`config.mk`:
```
export PLATFORM = sky130hd
export DESIGN_NAME = pipe_addsub
export DESIGN_NICKNAME = d
export VERILOG_FILES = /design/src/rtl/pipe_addsub_pkg.sv /design/src/rtl/pipe_addsub_chunk.sv /design/src/rtl/pipe_addsub.sv
export SDC_FILE = /design/constraint.sdc
export NUM_CORES = 1
export LEC_CHECK = 0
export ABC_CLOCK_PERIOD_IN_PS = 9600
export CAP_MARGIN = 20
export CORE_AREA = 2 2 177 179
export CTS_CLUSTER_DIAMETER = 60
export DETAILED_ROUTE_END_ITERATION = 6
export DIE_AREA = 0 0 179 181
export PLACE_DENSITY = 0.79
export SYNTH_ARGS = -nofsm -noshare
export SYNTH_HDL_FRONTEND = slang
export SYNTH_SLANG_ARGS = --single-unit
```
`constraint.sdc`:
```
create_clock -name clk -period 9.6 [get_ports clk]
set_input_delay 2.4 -clock clk [delete_from_list [all_inputs] [get_ports clk]]
set_output_delay 2.4 -clock clk [all_outputs]
set_load 0.01 [all_outputs]
```
`src/rtl/pipe_addsub_pkg.sv`:
```
// ---------------------------------------------------------------------------
// pipe_addsub_pkg
// Shared definitions for the pipelined adder/subtractor:
//   - default operand width and pipeline depth
//   - add/sub mode encoding (value of the 'sub' input)
//   - chunk width helper and configuration legality check, both evaluated
//     at elaboration time by the top level
// ---------------------------------------------------------------------------
package pipe_addsub_pkg;

    localparam int DEF_WIDTH  = 64;
    localparam int DEF_STAGES = 4;

    typedef enum logic {
        MODE_ADD = 1'b0,   // A + B + cin
        MODE_SUB = 1'b1    // A + ~B + 1
    } mode_e;

    // Bits rippled by each pipeline stage.
    function automatic int chunk_width(input int width, input int stages);
        return width / stages;
    endfunction

    // The datapath splits evenly into chunks only for these configurations.
    function automatic bit cfg_ok(input int width, input int stages);
        return (stages >= 1) && (stages <= width) && ((width % stages) == 0);
    endfunction

endpackage

```
`src/rtl/pipe_addsub_chunk.sv`:
```
// ---------------------------------------------------------------------------
// addsub_chunk
// Combinational CW-bit ripple chain of full adders.
// Ports:
//   a, b      CW-bit operand chunks (b already inverted for subtract)
//   ci        carry into bit 0
//   s         CW-bit chunk sum
//   co        carry out of bit CW-1
//   c_msb_in  carry into bit CW-1 (with co, gives signed overflow)
// ---------------------------------------------------------------------------
module addsub_chunk #(
    parameter int CW = 16
) (
    input  logic [CW-1:0] a,
    input  logic [CW-1:0] b,
    input  logic          ci,
    output logic [CW-1:0] s,
    output logic          co,
    output logic          c_msb_in
);

    // c[i] is the carry into bit i; c[CW] is the carry out of the chunk.
    logic [CW:0] c;

    always_comb begin
        c    = '0;
        s    = '0;
        c[0] = ci;
        for (int i = 0; i < CW; i++) begin
            s[i]     = a[i] ^ b[i] ^ c[i];
            c[i + 1] = (a[i] & b[i]) | (c[i] & (a[i] ^ b[i]));
        end
    end

    assign co       = c[CW];
    assign c_msb_in = c[CW - 1];

endmodule

```
`src/rtl/pipe_addsub.sv`:
```
// ---------------------------------------------------------------------------
// pipe_addsub
// Pipelined ripple-carry adder/subtractor. Stage k ripples operand chunk k
// with the carry registered by stage k-1; finished low result chunks and
// not-yet-consumed high operand chunks travel alongside in skew registers.
// Ports:
//   clk, rst_n           clock, synchronous active-low reset
//   in_valid, in_ready   operand handshake
//   a, b, cin, sub       operands, carry-in (add only), mode (1 = A-B)
//   out_valid, out_ready result handshake
//   sum, cout, ovf       result, carry out of MSB (sub: 1 = no borrow),
//                        two's-complement overflow
//
// Handshake: a beat transfers on a rising edge where valid && ready. The
// whole pipeline moves on one enable, adv = !out_valid || out_ready; when
// adv is 0 every stage holds, so the output beat stays stable while it is
// not taken. in_ready equals adv and is combinational from out_valid and
// out_ready. Empty stages (bubbles) shift like full ones.
// ---------------------------------------------------------------------------
module pipe_addsub
    import pipe_addsub_pkg::*;
#(
    parameter int WIDTH  = DEF_WIDTH,
    parameter int STAGES = DEF_STAGES
) (
    input  logic             clk,
    input  logic             rst_n,
    input  logic             in_valid,
    output logic             in_ready,
    input  logic [WIDTH-1:0] a,
    input  logic [WIDTH-1:0] b,
    input  logic             cin,
    input  logic             sub,
    output logic             out_valid,
    input  logic             out_ready,
    output logic [WIDTH-1:0] sum,
    output logic             cout,
    output logic             ovf
);

    localparam int CW = chunk_width(WIDTH, STAGES);

    if (!cfg_ok(WIDTH, STAGES)) begin : g_bad_cfg
        $error("pipe_addsub: WIDTH must be a multiple of STAGES, 1 <= STAGES <= WIDTH");
    end

    logic             adv;
    mode_e            mode;
    logic [WIDTH-1:0] b_eff;
    logic             c_eff;

    assign adv      = !out_valid || out_ready;
    assign in_ready = adv;

    // Subtract is A + ~B + 1, so cin is replaced by a forced carry.
    assign mode  = mode_e'(sub);
    assign b_eff = (mode == MODE_SUB) ? ~b : b;
    assign c_eff = (mode == MODE_SUB) ? 1'b1 : cin;

    for (genvar k = 0; k < STAGES; k++) begin : g_stage
        localparam int OPW = WIDTH - k * CW;  // operand bits still unconsumed on entry
        localparam int SW  = (k + 1) * CW;    // result bits known on exit

        logic [OPW-1:0] op_a;
        logic [OPW-1:0] op_b;
        logic           op_c;
        logic           op_v;
        logic [CW-1:0]  ch_s;
        logic           ch_co;
        logic [SW-1:0]  s_d;

        logic           v_q;
        logic           c_q;
        logic [SW-1:0]  s_q;

        if (k == 0) begin : g_src
            assign op_a = a;
            assign op_b = b_eff;
            assign op_c = c_eff;
            assign op_v = in_valid;
            assign s_d  = ch_s;
        end else begin : g_src
            assign op_a = g_stage[k-1].g_mid.a_q;
            assign op_b = g_stage[k-1].g_mid.b_q;
            assign op_c = g_stage[k-1].c_q;
            assign op_v = g_stage[k-1].v_q;
            assign s_d  = {ch_s, g_stage[k-1].s_q};
        end

        if (k == STAGES - 1) begin : g_last
            logic msb_ci;
            logic ovf_q;

            addsub_chunk #(.CW(CW)) u_chunk (
                .a        (op_a[CW-1:0]),
                .b        (op_b[CW-1:0]),
                .ci       (op_c),
                .s        (ch_s),
                .co       (ch_co),
                .c_msb_in (msb_ci)
            );

            // Overflow: carry into the MSB differs from carry out of it.
            always_ff @(posedge clk) begin
                if (!rst_n) begin
                    ovf_q <= 1'b0;
                end else if (adv) begin
                    ovf_q <= msb_ci ^ ch_co;
                end
            end
        end else begin : g_mid
            localparam int RW = OPW - CW;
            // Only the top chunk's MSB carry contributes to overflow.
            logic          msb_ci_unused;
            logic [RW-1:0] a_q;
            logic [RW-1:0] b_q;

            addsub_chunk #(.CW(CW)) u_chunk (
                .a        (op_a[CW-1:0]),
                .b        (op_b[CW-1:0]),
                .ci       (op_c),
                .s        (ch_s),
                .co       (ch_co),
                .c_msb_in (msb_ci_unused)
            );

            always_ff @(posedge clk) begin
                if (!rst_n) begin
                    a_q <= '0;
                    b_q <= '0;
                end else if (adv) begin
                    a_q <= op_a[OPW-1:CW];
                    b_q <= op_b[OPW-1:CW];
                end
            end
        end

        always_ff @(posedge clk) begin
            if (!rst_n) begin
                v_q <= 1'b0;
                c_q <= 1'b0;
                s_q <= '0;
            end else if (adv) begin
                v_q <= op_v;
                c_q <= ch_co;
                s_q <= s_d;
            end
        end
    end

    assign out_valid = g_stage[STAGES-1].v_q;
    assign sum       = g_stage[STAGES-1].s_q;
    assign cout      = g_stage[STAGES-1].c_q;
    assign ovf       = g_stage[STAGES-1].g_last.ovf_q;

endmodule

```
==> impl_summary.md, run 1 <==
Status
The flow ran to the end, and the final reports show no timing, DRC or antenna violations.

STA
Counting I/O delays and the setup requirement, the final critical path takes 9060 ps. The hold violation count in the final report was 0. The final number of setup-violating endpoints is 0.

The max-slew violation total from the final report is 0. The worst pin sits at a relative slew slack of 26.6%. Setup slack on the critical path of the routed design comes to 541 ps.

The maximum clock frequency is 110 MHz. Setup total negative slack on the finished layout was measured at 0 ps. The final setup skew is 16.5 ps. Setup repair after global routing left no endpoint under its margin. The slew of the pin with the lowest slew margin is 1100 ps. The final clock period utilization by the worst path is 94.4%.

Setup path
Traced cell by cell, the critical path runs through clkdlybuf4s50_1 -> xnor2_1 -> fa_1 -> inv_1 -> fa_1 -> inv_1 -> fa_1 -> fa_1 -> fa_1 -> fa_1 -> fa_1 -> fa_1 -> fa_1 -> fa_1 -> fa_1 -> fa_1 -> fa_1 -> fa_1 -> fa_1 -> inv_1 -> fa_1 -> nand2_1 -> a21boi_1. On the worst path, the slowest cell contributes a delay of 440 ps. The slowest stage of the critical path belongs to the cell sky130_fd_sc_hd__fa_1.

The critical path is of the in -> reg type. At the worst endpoint, the required time is 9990 ps. The worst-case reg-to-reg path depth is 21. Of all nets on the critical path, the largest fanout is 1. Among the stages of the critical path, the cell type that occurs most often is sky130_fd_sc_hd__fa_1. The instance count on the critical path is 23. The critical path launch point type is a primary input.

The largest delay contributor family on the critical path is adder cells. The worst setup path is captured at a register. The count of buffer and inverter cells on the critical path is 4. The data arrival time at the worst-slack endpoint is 9450 ps.

Detailed routing
The final wirelength is 33.7 mm. The initial detailed-routing violation count is 945. The number of DRC violations after detailed routing is 0. In this run the remaining antenna-violating nets after routing total 0. After detailed routing, the number of vias per cell comes to 5.01. The first-pass detailed-route iteration total is 5. The average wire length per cell after detail routing is 15.2 um. The overall via count from detail_route is 11100.

Pwr
For this design the static power due to leakage is 0.00705 uW. The areal power density over the cells is 185 nW/um^2. The worst supply voltage drop on vdd is 0.112 mV.

Clock network
In this run, CTS created clock tree buffers numbering 37. The total of cells resized after clock tree synthesis is 0. Clock-pin slew was measured on the worst setup and hold paths at 60 ps. The CTS tree is done. The clock latency reported for the late side of the worst-skew pair is 520 ps. The total setup buffers inserted after CTS is 0.

The H-tree was split into 2 levels. The number of buffers on the longest clock path is 3. The tree is rooted in a sky130_fd_sc_hd__clkbuf_16. The number of buffers inserted by hold repair at cts is 0. Clock tree synthesis found a total of 361 sinks.

Logic synthesis
The dominant register cell in the synthesized netlist is sky130_fd_sc_hd__dfxtp_1. The number of nets handed over by synthesis was 1865. Counting flops with an async set or reset pin after synthesis yields a share of 0%. The share of the Yosys chip area taken by registers is 48.0%. The yosys synthesis warning count is 0. The number of synthesized flops with an enable pin is 0. The count of different cell masters after synthesis is 19.

A synthesized cell averages 9.04 sq um. After synthesis the cells add up to 15100 sq um. The post-synthesis instance total is 1667. The number of register bits inferred by synthesis is 361.

Placed design
The port buffer count is 201. After legalization and detailed placement, the total HPWL measured 22.0 mm. The number of placed instances, taps included, is 2146.

The congestion estimate from routability-driven global placement came to 0.835. Before CTS, the worst setup slack after placement is 59.2 ps.

Global route
The pin count of the biggest net entering global routing is 222. The first global-routing pass estimated 53.7 mm of wire. For this run the aggregate overflow at the end of global routing stands at 0. The initial antenna violation count came to 2.

The overall global routing resource usage is 20.5%. The via count of the first global-routing pass is 10300.

Finish
At the end of the flow the core is filled with cells to 59.6%. The combined flip-flop and latch cell area is 7230 sq um. Cells with a size suffix above 1 make up 3.53% of the layout.

The signed area change from the synthesized netlist to the final layout is 20.1%. The net count of the finished layout is 1987. Fill cells in the final layout number 2603.

Summing all multi-input logic gate instances after layout gives 7010 sq um. The library cell used most frequently in the layout, excluding fill and tap cells, is sky130_fd_sc_hd__nand2_1. The number of non-filler instances in the completed layout is 2213.

The library cells used most frequently in the layout, excluding fill and tap cells, are sky130_fd_sc_hd__nand2_1 (600), sky130_fd_sc_hd__dfxtp_1 (361), sky130_fd_sc_hd__clkdlybuf4s50_1 (199).

Min path
The worst min-delay path class is reg -> reg. The count of cells along the worst hold path is 2.

Die
The top-level I/O count is 202. After floorplanning, the core was sized to cover 30300 sq um. The die covers 32400 sq um. The number of rows created at floorplan is 64. The effective utilization at floorplan is 49.6%. The x dimension of the die is 179 um.

From bottom edge to top edge, the die measures 181 um.

Flow run
Across the run, the number of max-cap violations was 0.
==> registers in the layout (all words and copies together), names as in the netlist <==
| signal | count |
|---|---|
| g_stage.g_mid.a_q | 96 |
| g_stage.v_q | 3 |
| g_stage.s_q | 96 |
| g_stage.c_q | 3 |
| ovf | 1 |
| cout | 1 |
| g_stage.g_mid.b_q | 96 |
| sum | 64 |
| out_valid | 1 |
==> cell families after synthesis <==
group,after synthesis,synth area share [%]
adders and majority gates,64,8.50
xor gates and xnor gates,65,3.78
buffers and inverters,165,5.51
and+or+nand+nor,604,15.1
AOI/OAI and AO/OA,408,19.1
DFF,361,48.0
==> per-stage QoR <==
step	cell area, sq um	hold slack [ps]	total power (uW)
after floorplan	15100	431	1880
after global placement	17000	437	2030
after detailed placement	17000	443	2040
after CTS	18100	450	3380
after global routing	18100	463	3500
final	18100	449	3350
==> cells in the mapped netlist, types with 2 or more instances <==
library cell	instances	area, sq um
sky130_fd_sc_hd__dfxtp_1	361	7230
sky130_fd_sc_hd__o21ai_0	48	240
sky130_fd_sc_hd__a21boi_0	188	1410
sky130_fd_sc_hd__buf_2	43	215
sky130_fd_sc_hd__xnor2_1	63	552
sky130_fd_sc_hd__clkbuf_1	41	154
sky130_fd_sc_hd__o211a_1	23	230
sky130_fd_sc_hd__a21oi_1	48	240
sky130_fd_sc_hd__nand3_1	2	10.0
sky130_fd_sc_hd__inv_1	38	143
sky130_fd_sc_hd__nand2_1	600	2250
sky130_fd_sc_hd__a21boi_1	100	751
sky130_fd_sc_hd__xor2_1	2	17.5
sky130_fd_sc_hd__fa_1	64	1280
sky130_fd_sc_hd__buf_4	42	315
==> report_power, final <==
group          switching (uW)  total [uW]  internal [uW]
Combinational             172         356            184
Clock                     564        1330            770
Sequential               58.9        1660           1600
Total                     795        3350           2550
==> worst min-delay path, stage by stage (launching register included) <==
cell	delay (ps)
sky130_fd_sc_hd__dfxtp_1	310
sky130_fd_sc_hd__nand2_1	50
sky130_fd_sc_hd__a21boi_1	50
==> worst paths after layout <==
kind	startpoint	endpoint	slack, ps
setup / recovery	b[0]	g_stage[0].s_q[15]	540
hold / removal	g_stage[2].g_mid.b_q[15]	g_stage[2].g_mid.b_q[15]	450
setup reg to reg	g_stage[1].c_q	g_stage[2].s_q[47]	2560
hold reg to reg	g_stage[2].g_mid.b_q[15]	g_stage[2].g_mid.b_q[15]	450
==> routing by layer <==
| metal | routed length, um | global-route usage (%) | part of all wire (%) | vias up |
|---|---|---|---|---|
| li1 | - | - | - | 5587 |
| met1 | 16800 | 32.0 | 50 | 5217 |
| met2 | 14400 | 29.0 | 43 | 248 |
| met3 | 1810 | 3.30 | 5.4 | 41 |
| met4 | 623 | 5.30 | 1.8 | 0 |
| met5 | 0 | 0 | 0 | - |
==> cell type report <==
class                           count  share of cell area [%]
Clock buffer                       55                    5.89
Sequential cell                   361                    39.9
Antenna cell                        2                  0.0277
Clock inverter                     10                   0.311
Timing Repair Buffer              209                    11.5
Multi-Input combinational cell   1141                    38.7
Tap cell                          396                    2.74
Inverter                           39                   0.850
No activity file was read; power rests on OpenSTA's default activity.
==> run 2: changes to the inputs <==
SETUP_SLACK_MARGIN = 0.05   (was default)
==> results of run 2 <==
Same layout as run 1: the final DEF is identical, and so are final timing and power.
==> patch, RTL diff (config.mk and constraints of run 1) <==
Register the output `ovf`, with the module's reset; this adds one clock of latency there. The other outputs are not delayed to match.
--- a/src/rtl/pipe_addsub.sv
+++ b/src/rtl/pipe_addsub.sv
@@ -153,3 +153,9 @@
     assign cout      = g_stage[STAGES-1].c_q;
-    assign ovf       = g_stage[STAGES-1].g_last.ovf_q;
+    always_ff @(posedge clk) begin
+        if (!rst_n) begin
+            ovf <= '0;
+        end else begin
+            ovf <= g_stage[STAGES-1].g_last.ovf_q;
+        end
+    end
 
Check against the original RTL: no difference found for any inputs over 4 cycles, from zero or initial values and one cycle with rst_n low; that may be too few to reach the edited logic, so the function may still have changed.
==> patch against run 1 <==
  * Sequential power barely moved
  * Setup slack improved by 0.096 ns
  * Power rose by 2.8%
  * Critical path depth did not move
  * Wire length fell by 14%
  * Sequential cell count rose by 1
  * First-iteration DRC count fell by 16%
  * Count of clock-buffer cells in the layout rose by 6
  * Design area rose by 1.1%
  * Non-clock buffer count rose by 3
  * Synthesized area rose by 0.32%
==> patch: results (changes against run 1) <==
* Layout cells sized above 1 at 3.79% (was 3.53%)
* Post-synth ARST share at 0% (unchanged)
* CP max stage delay at 0.46 ns (was 0.44 ns)
* P_leak at 7.14 nW (was 7.05 nW)
* Switching power at 769 µW (was 795 µW)
* Post-synthesis mux area share at 0% (unchanged)
* Antenna violations before repair at 1 (was 2)
* Iteration-0 DRC Markers at 798 (was 945)
* Most area-consuming cells after synthesis: dfxtp_1 48%, nand2_1 15%, a21boi_0 9.3% (was dfxtp_1 48%, nand2_1 15%, a21boi_0 9.4%)
* Post-CTS sizing at 0 (unchanged)
* Endpoints failing setup at 0 (unchanged)
* TritonCTS buffer count at 40 (was 37)
* Metal1 wirelength at 13.0 mm (was 16.8 mm)
* DRT Pass-1 Iters at 5 (unchanged)
* Setup Fix Bufs, Post-CTS at 0 (unchanged)
* PortBufs at 201 (unchanged)
* Met3 wire len at 1.03 mm (was 1.81 mm)
* Htree depth at 2 (unchanged)
* Nets at 1994 (was 1987)
* Filler Cells Inserted at 2607 (was 2603)
* Post-synth EDFFs at 0 (unchanged)
* Gpl congestion at 0.751 (was 0.835)
* Worst hold-check path type: reg -> reg (unchanged)
* DR WL/cell at 13.1 µm (was 15.2 µm)
* Via Count at 10900 (was 11100)
* Outcome: finished, final reports clean (unchanged)
* Master of the slowest instance on the critical path: clkdlybuf4s50_1 (was fa_1)
* Max IR drop VDD at 0.000107 V (was 0.000112 V)
* CTS clk-pin slew, worst paths at 0.06 ns (about the same)
* Syn Nets at 1866 (was 1865)
* Yosys cell types at 21 (was 19)
* Met2 WL at 14.2 mm (was 14.4 mm)
* Slew @ Worst Pin at 1.06 ns (was 1.10 ns)
* Sequential area share after synthesis at 47.9% (was 48.0%)
* Largest net degree at the start of global routing at 138 (was 222)
* DP HPWL at 18.3 mm (was 22.0 mm)
* Root Driver: clkbuf_16 (unchanged)
* Global-route wire length before repair at 49.3 mm (was 53.7 mm)
* Clock Skew at 0.0103 ns (was 0.0165 ns)
* XOR/XNOR share of the synthesized area at 3.77% (was 3.78%)
* Yosys warns at 0 (unchanged)
* CP Data Arrival Time at 9.36 ns (was 9.45 ns)
* Complex-gate fraction of the synthesized area at 19.1% (about the same)
* Post-Synth Adder-Cell Area at 8.48% (was 8.50%)
* GR Util All Layers at 18.0% (was 20.5%)
* Top cells by count, synth: 600 x nand2_1, 362 x dfxtp_1, 188 x a21boi_0 (was 600 x nand2_1, 361 x dfxtp_1, 188 x a21boi_0)
patch: changes by cell type after synthesis, sizes merged:
cell | run 1 | this run
nand3 | 2 | 0
and2 | 0 | 1
dfxtp | 361 | 362
o2bb2ai | 0 | 1
xnor2 | 63 | 62
xor2 | 2 | 3
patch: cell families after synthesis:
logic type,Yosys count
buffers and inverters,165
and+or+nand+nor,603
xor gates and xnor gates,65
AOI/OAI and AO/OA,409
DFF,362
adders and majority gates,64
patch: final timing paths:
path	startpoint	depth (start not counted)	to	slack, ns
max reg2reg	g_stage[1].c_q	21	g_stage[2].s_q[47]	2.51
max	a[0]	23	g_stage[0].s_q[15]	0.64
min	sum[2]	2	sum[2]	0.45
min reg2reg	sum[2]	2	sum[2]	0.45
patch: power groups by stage:
| stage | logic (mW) | clock network, mW | registers (mW) |
|---|---|---|---|
| floorplan | 0.203 | 0 | 1.69 |
| global placement | 0.317 | 0 | 1.69 |
| detailed placement | 0.325 | 0 | 1.69 |
| CTS | 0.329 | 1.50 | 1.66 |
| global route | 0.370 | 1.56 | 1.67 |
| finish | 0.324 | 1.46 | 1.66 |
patch: area by class of cell:
class | instances | area share [%]
antenna | 1 | 0.0137
clock buffer | 61 | 6.40
clock inverter | 6 | 0.499
inverter | 39 | 0.841
multi-input combinational | 1141 | 38.4
sequential | 362 | 39.6
tap | 396 | 2.71
timing repair buffer | 212 | 11.6
patch: worst max-delay path, delay by kind of cell:
family / cells / cell delay (ns)
compound gates: 1 / 0.07
fa+ha+maj: 16 / 6.05
buf+inv: 5 / 0.72
simple gates: 1 / 0.07
patch: per-stage QoR:
step | hold slack (ns) | area (µm²) | std cells | setup slack, ns | total power [mW]
finish | 0.448 | 18300 | 2218 | 0.637 | 3.44
global route | 0.467 | 18300 | 2218 | 0.423 | 3.60
CTS | 0.450 | 18300 | 2216 | 0.612 | 3.49
detailed placement | 0.444 | 17000 | 2149 | 0.0777 | 2.02
global placement | 0.438 | 17000 | 2149 | 0.175 | 2.01
floorplan | 0.430 | 15100 | 1668 | 0.390 | 1.89
patch: routing by layer:
metal	vias up	GRT usage, %
met5	-	0
met4	0	6.31
met3	50	2.46
met2	187	30.4
met1	5111	23.6
li1	5586	-
